===== src/rtl/normalize32_if.sv =====
// Start/done handshake and result bus shared by
// the sequencer and the iterative normalizer.
interface normalize32_if;
  logic        ready;
  logic        signed_mode;
  logic [31:0] in;
  logic        done;
  logic [31:0] out;
  logic [5:0]  count;
  logic        zero;

  modport master (
    output ready, signed_mode, in,
    input  done, out, count, zero
  );

  modport slave (
    input  ready, signed_mode, in,
    output done, out, count, zero
  );
endinterface


===== src/rtl/normalize32.sv =====
// Iterative 32-bit left normalizer: one shift per
// cycle until the leading significant bit is on top.
module normalize32 (
  input  logic         clk,
  input  logic         reset,
  normalize32_if.slave bus
);

  typedef enum logic [1:0] {
    IDLE,
    RUN,
    DONE,
    WAIT
  } state_t;

  state_t state;
  state_t state_nx;

  logic sm_q;
  logic norm;
  logic stop;
  logic capture;
  logic shift;

  assign norm = sm_q ? (bus.out[31] ^ bus.out[30])
                     : bus.out[31];

  assign stop = bus.zero | norm
              | (bus.count == 6'd31);

  always_comb begin
    state_nx = state;
    capture  = 1'b0;
    shift    = 1'b0;
    unique case (state)
      IDLE: begin
        if (bus.ready) begin
          capture  = 1'b1;
          state_nx = RUN;
        end
      end
      RUN: begin
        if (stop) state_nx = DONE;
        else      shift    = 1'b1;
      end
      DONE: begin
        state_nx = bus.ready ? WAIT : IDLE;
      end
      WAIT: begin
        if (!bus.ready) state_nx = IDLE;
      end
    endcase
  end

  always_ff @(posedge clk) begin
    if (reset) state <= IDLE;
    else       state <= state_nx;
  end

  // done is registered off DONE, so it lands the
  // cycle after the final RUN decision edge
  always_ff @(posedge clk) begin
    if (reset) begin
      bus.out   <= 32'd0;
      bus.count <= 6'd0;
      bus.zero  <= 1'b0;
      bus.done  <= 1'b0;
      sm_q      <= 1'b0;
    end else begin
      bus.done <= (state == DONE);
      if (capture) begin
        bus.out   <= bus.in;
        bus.count <= 6'd0;
        bus.zero  <= (bus.in == 32'd0);
        sm_q      <= bus.signed_mode;
      end else if (shift) begin
        bus.out   <= {bus.out[30:0], 1'b0};
        bus.count <= bus.count + 6'd1;
      end
    end
  end

endmodule


===== src/flat_wrapper.sv =====
// flat-port wrapper written by rule: the top's interface ports become plain ports
module normalize32_flat 
  (clk, reset, bus_ready, bus_signed_mode, bus_in, bus_done, bus_out, bus_count, bus_zero);
  normalize32_if bus_i ();
  input  logic clk;
  input  logic reset;
  input wire logic [$bits(bus_i.ready)-1:0] bus_ready;
  input wire logic [$bits(bus_i.signed_mode)-1:0] bus_signed_mode;
  input wire logic [$bits(bus_i.in)-1:0] bus_in;
  output wire logic [$bits(bus_i.done)-1:0] bus_done;
  output wire logic [$bits(bus_i.out)-1:0] bus_out;
  output wire logic [$bits(bus_i.count)-1:0] bus_count;
  output wire logic [$bits(bus_i.zero)-1:0] bus_zero;
  assign bus_i.ready = bus_ready;
  assign bus_i.signed_mode = bus_signed_mode;
  assign bus_i.in = bus_in;
  assign bus_done = bus_i.done;
  assign bus_out = bus_i.out;
  assign bus_count = bus_i.count;
  assign bus_zero = bus_i.zero;
  normalize32 u_core (.clk(clk), .reset(reset), .bus(bus_i));
endmodule

===== config.mk =====
export PLATFORM = sky130hd
export DESIGN_NAME = normalize32_flat
export DESIGN_NICKNAME = d
export VERILOG_FILES = /design/src/rtl/normalize32_if.sv /design/src/rtl/normalize32.sv /design/src/flat_wrapper.sv
export SDC_FILE = /design/constraint.sdc
export NUM_CORES = 1
export LEC_CHECK = 0
export ABC_AREA = 1
export ABC_CLOCK_PERIOD_IN_PS = 3710
export CAP_MARGIN = 20
export CELL_PAD_IN_SITES_DETAIL_PLACEMENT = 1
export CELL_PAD_IN_SITES_GLOBAL_PLACEMENT = 1
export CORE_ASPECT_RATIO = 1.4
export CORE_MARGIN = 5
export CORE_UTILIZATION = 36
export DETAILED_ROUTE_END_ITERATION = 12
export PLACE_DENSITY = 0.85
export SETUP_SLACK_MARGIN = 0.4
export SYNTH_ARGS = -nofsm -noshare
export SYNTH_HDL_FRONTEND = slang
export SYNTH_SLANG_ARGS = --single-unit

===== constraint.sdc =====
create_clock -name clk -period 3.71 [get_ports clk]
set_input_delay 0.9275 -clock clk [delete_from_list [all_inputs] [get_ports clk]]
set_output_delay 0.9275 -clock clk [all_outputs]
set_load 0.1 [all_outputs]

==> Word-level counts from Yosys, hierarchy flattened <==
Cells that the tools add are included.
{ "totals": {"register_bits": 43, "output_inout_bits": 40, "word_cells": 34} }
{ "op_classes": {"add_sub_neg": 1, "n_eq_ne": 7, "n_reduce_logical": 5, "n_mux": 12, "n_bitwise": 3} }
{ "ops": {"columns": ["operator", "n"], "rows": [
  ["$mux 32", 2],
  ["$logic_not 32->1", 1],
  ["$mux 2", 4],
  ["$pmux 2 s4", 1],
  ["$add 6x1->6 const B", 1],
  ["$eq 6x5->1 const B", 1],
  ["$mux 1", 5],
  ["$eq 2x2->1 const B", 2],
  ["$ne 2x2->1 const B", 2],
  ["$reduce_and 3->1", 1],
  ["$eq 2x1->1 const B", 1],
  ["$logic_not 2->1", 1],
  ["$ne 2x1->1 const B", 1],
  ["$or 1x1->1", 2],
  ["$reduce_bool 2->1", 1],
  ["$reduce_or 2->1", 1],
  ["$xor 1x1->1", 1]
]} }

==> Longest topological paths before layout <==
{ "logic_depth": {"word_depth": 8, "depth_mapped": 9, "depth_no_buf": 9} }

==> Least setup slack after synthesis <==
Ideal clock, no wire load.
{ "synth_path": {"kind": "reg-to-reg", "from": "register u_core.bus.count[0]", "to": "register u_core.bus.out[30]", "stages_incl_launch_ff": 9, "period_less_slack_ps": 2210, "t_arrival_ps": 2140, "slack_ps": 1500, "n_path_buf": 1, "path_cell_list": "dfxtp_1 -> ha_1 -> nand3_2 -> nor2_2 -> nor2_2 -> nand2_4 -> buf_4 -> nand3_1 -> a21oi_2"} }
{ "synth_via": {"elab_chain_cells": 5} }
{ "synth_lines": {"columns": ["item", "line_no", "text"], "rows": [
  ["start: declaration", "normalize32_if.sv:19", "output done, out, count, zero"],
  ["start signal: assignment", "normalize32.sv:78", "bus.count <= bus.count + 6'd1;"],
  ["$eq 6x5->1", "normalize32.sv:29", "| (bus.count == 6'd31);"],
  ["$or 1x1->1", "normalize32.sv:29", null],
  ["$mux 1", "normalize32.sv:43", "if (stop) state_nx = DONE;"],
  ["$mux 1", "normalize32.sv:35", "unique case (state)"],
  ["$reduce_bool 2->1 (no line)", null, null],
  ["end signal: assignment", "normalize32.sv:72", "bus.out <= bus.in;"],
  ["end signal: assignment", "normalize32.sv:77", "bus.out <= {bus.out[30:0], 1'b0};"],
  ["end: declaration", "normalize32_if.sv:19", null]
]} }
No other way between the ends.
A chain may end at the register's enable or synchronous reset.

==> Worst setup path after layout <==
{ "layout_path": {"from": "register u_core.bus.count[4]", "to": "output bus_count[4]"} }
{ "layout_lines": {"columns": ["item", "line_no", "text"], "rows": [
  ["end: declaration", "flat_wrapper.sv:12", "output wire logic [$bits(bus_i.count)-1:0] bus_count;"]
]} }
No word-level cell between the ends.

==> flow_metrics.tcl <==
set metrics [dict create \
    intPower_w 0.000842 \
    clk_path_buf_depth 2 \
    ys_seq_elements 43 \
    leakage_nw 1.24 \
    critPathMaxStageDelay_ns 1.17 \
    grt_overflow 0 \
    fp.dieH_um 109 \
    globalplace.congestion 0.775 \
    min_to "u_core.bus.done" \
    path_cells "clkdlybuf4s50_1" \
    first_pass_iters 4 \
    antenna_found_initial 0 \
    globalRouteTotalUtil_pct 16.8 \
    cts.clk_slew.worst_paths_ns 0.09 \
    netlist_area_sq_um 2500 \
    synth_cell_types 31 \
    max_freq_mhz 351 \
    synth_flop_cell "dfxtp_1" \
    cp.required_ns 2.78 \
    clkPwrFrac_pct 26.0 \
    setup_viol 0 \
    post_cts_buffers 0 \
    core_area_sq_um 6850 \
    worst_pin_slew_ns 0.977 \
    critPathTopFamily "buffers and inverters" \
    max_cap_violations 0 \
    grt_use_met3_pct 3.00 \
    status "finished, final reports clean" \
    hp-start "u_core.state[0]" \
    yosysWarnings 0 \
    period_minus_slack_ns 2.85 \
    postCtsHoldBufs 0 \
    crit_fanout 5 \
    swShare_pct 42.0 \
    drc 0 \
    seq_area_frac_synth_pct 34.5 \
    reg2reg_to "u_core.bus.out[12]" \
    async_flop_share_pct 0 \
    vdd_ir_drop_max_uv 208 \
    synth_cells 335 \
    vias 2408 \
    cts-resized-gates 0 \
    drive_gt1_share_pct 22.3 \
    final_hold_viol_count 0 \
    h-tree-depth 2 \
    start_util_pct 36.5 \
    clk_latency_ns 0.30 \
    final_net_count 435 \
    r2r_cells 8 \
    path_buf_inv 1 \
    die_width_um 80.4 \
    cts_buffers 5 \
    io_buffer_count 75 \
    fillCellCount 883 \
    relSlewSlack_pct 34.7 \
    timing.rr.start "u_core.bus.count[0]" \
    ant_nets 0 \
    p_switching_w 0.000611 \
    grt_pass1_vias 2424 \
    root_buffer "clkbuf_8" \
    rsz0062_at_grt "false" \
    rows 36 \
    hpwl_mm 5.20 \
    ioPinCount 76 \
    cp-startpoint "u_core.bus.count[4]" \
    cpMaxStageDelayCell "clkdlybuf4s50_1" \
    syn-num-nets 372 \
    power_frac_comb_pct 37.7 \
    skew_ns 0.00879 \
    tns_ns 0 \
    first_iter_violations 67 \
    r2r_slack_ns 1.67 \
    num_antenna_cells 0 \
    hold_path_class "flop to flop" \
    dieArea_sq_um 8720 \
    grt_busiest_layer "met2" \
    wl_per_cell_um 14.4 \
    syn_avg_cell_area_sq_um 7.45 \
    setup.worst_path.start_class "flop" \
    synth_enable_flop_cells 0 \
    grt_util_met1_pct 18.0 \
    grt_use_met2_pct 31.9 \
    clock-sinks 43 \
    drt-total-wl_mm 7.13 \
    via_per_inst 4.87 \
    post-place-ws_ns 0.770 \
    postLayoutSetupSlackWorst_ns 0.860 \
    area_growth_syn_to_layout_pct 31.5 \
    cts_tree "built" \
    power_density_nw_per_um2 443 \
    worstPathArrival_ns 1.92 \
    grt_max_degree 58 \
    maxSlewViolCount 0 \
    min_path_cells 1 \
    fin_crit_sh_pct 76.8 \
    seqPwrFrac_pct 36.3 \
    grt_pass1_wl_mm 11.5 \
    crit_type "flop to primary output" \
    crit_path_end_kind "primary output" \
]
[worst max path at each step]
stage / to / slack [ns] / cells past startpoint
3_3_place_gp: u_core.bus.out[27] / 0.85 / 6
5_1_grt: bus_count[4] / 0.82 / 1
6_report: bus_count[4] / 0.86 / 1
4_1_cts: bus_count[4] / 0.85 / 1
3_5_place_dp: u_core.bus.out[28] / 0.77 / 6
2_1_floorplan: u_core.bus.out[30] / 1.50 / 8
[power by group through the flow]
stage	registers, W	clock network (W)	logic [W]
floorplan	0.000743	0	0.000247
global placement	0.000537	0	0.000543
detailed placement	0.000538	0	0.000552
CTS	0.000528	0.000384	0.000554
global route	0.000532	0.000405	0.000582
finish	0.000527	0.000378	0.000548
[cell type report]
class | count | area [sq um] | share of cell area, %
clock buffer | 5 | 68.8 | 2.10
clock inverter | 3 | 43.8 | 1.33
inverter | 41 | 154 | 4.69
multi-input combinational | 230 | 1300 | 39.5
sequential | 43 | 861 | 26.2
tap | 95 | 119 | 3.62
timing repair buffer | 77 | 741 | 22.6
[worst reg2reg max path, cell delays in order (launching register included)]
cell and delay (ns):
dfxtp_1 0.44, ha_1 0.26, nand3_2 0.13, nor2_2 0.12, nor2_2 0.05, nand2_4 0.38, nand2_8 0.33, nand2_2 0.16
a21oi_2 0.05
[flip-flops by register name, summed over array words and instances, names as in the netlist]
| signal | cells |
|---|---|
| u_core.bus.done | 1 |
| u_core.bus.out | 32 |
| u_core.bus.count | 6 |
| u_core.bus.zero | 1 |
| u_core.sm_q | 1 |
| u_core.state | 2 |
[stage by stage]
step | utilization [%] | instance area (sq um) | instances | hold slack [ns] | power (W)
4_1_cts | 48.0 | 3280 | 494 | 0.455 | 0.00147
5_1_grt | 48.0 | 3280 | 494 | 0.469 | 0.00152
2_1_floorplan | - | 2500 | 335 | 0.420 | 0.000990
3_5_place_dp | 46.3 | 3170 | 486 | 0.440 | 0.00109
3_3_place_gp | 46.3 | 3170 | 486 | 0.432 | 0.00108
6_report | 48.0 | 3280 | 494 | 0.454 | 0.00145
[synthesized netlist by cell type (6+ instances only)]
cell type  instances  area, sq um
o21ai_0           22          110
a21oi_2           30          263
nand4_1            7         43.8
clkbuf_1           6         22.5
nand2_2           31          194
a21oi_1            7         35.0
o21ai_1            9         45.0
nor2_1            11         41.3
nand2_1           61          229
inv_1             39          146
dfxtp_1           43          861
nand3_1           35          175
[layout by cell type (no fill, tap or decap), types with 10 or more instances in the layout]
master            n
nand3_1          35
nand2_1          61
a21oi_2          30
clkdlybuf4s50_1  66
inv_1            39
nand2_2          31
buf_4            10
dfxtp_1          43
nor2_1           11
o21ai_0          22
[layer usage]
metal	vias to the layer above	wire, um
met5	-	0
met3	10	236
met1	1151	2880
li1	1199	-
met4	0	145
met2	48	3870
[cell families after synthesis]
logic type | after synthesis | synth area share [%]
DFF | 43 | 34.5
xor gates and xnor gates | 3 | 1.05
buffers and inverters | 62 | 13.6
adders and majority gates | 1 | 0.501
AOI/OAI and AO/OA | 69 | 18.4
and+or+nand+nor | 157 | 31.9
Note: power is estimated with default switching activity, not from simulation.
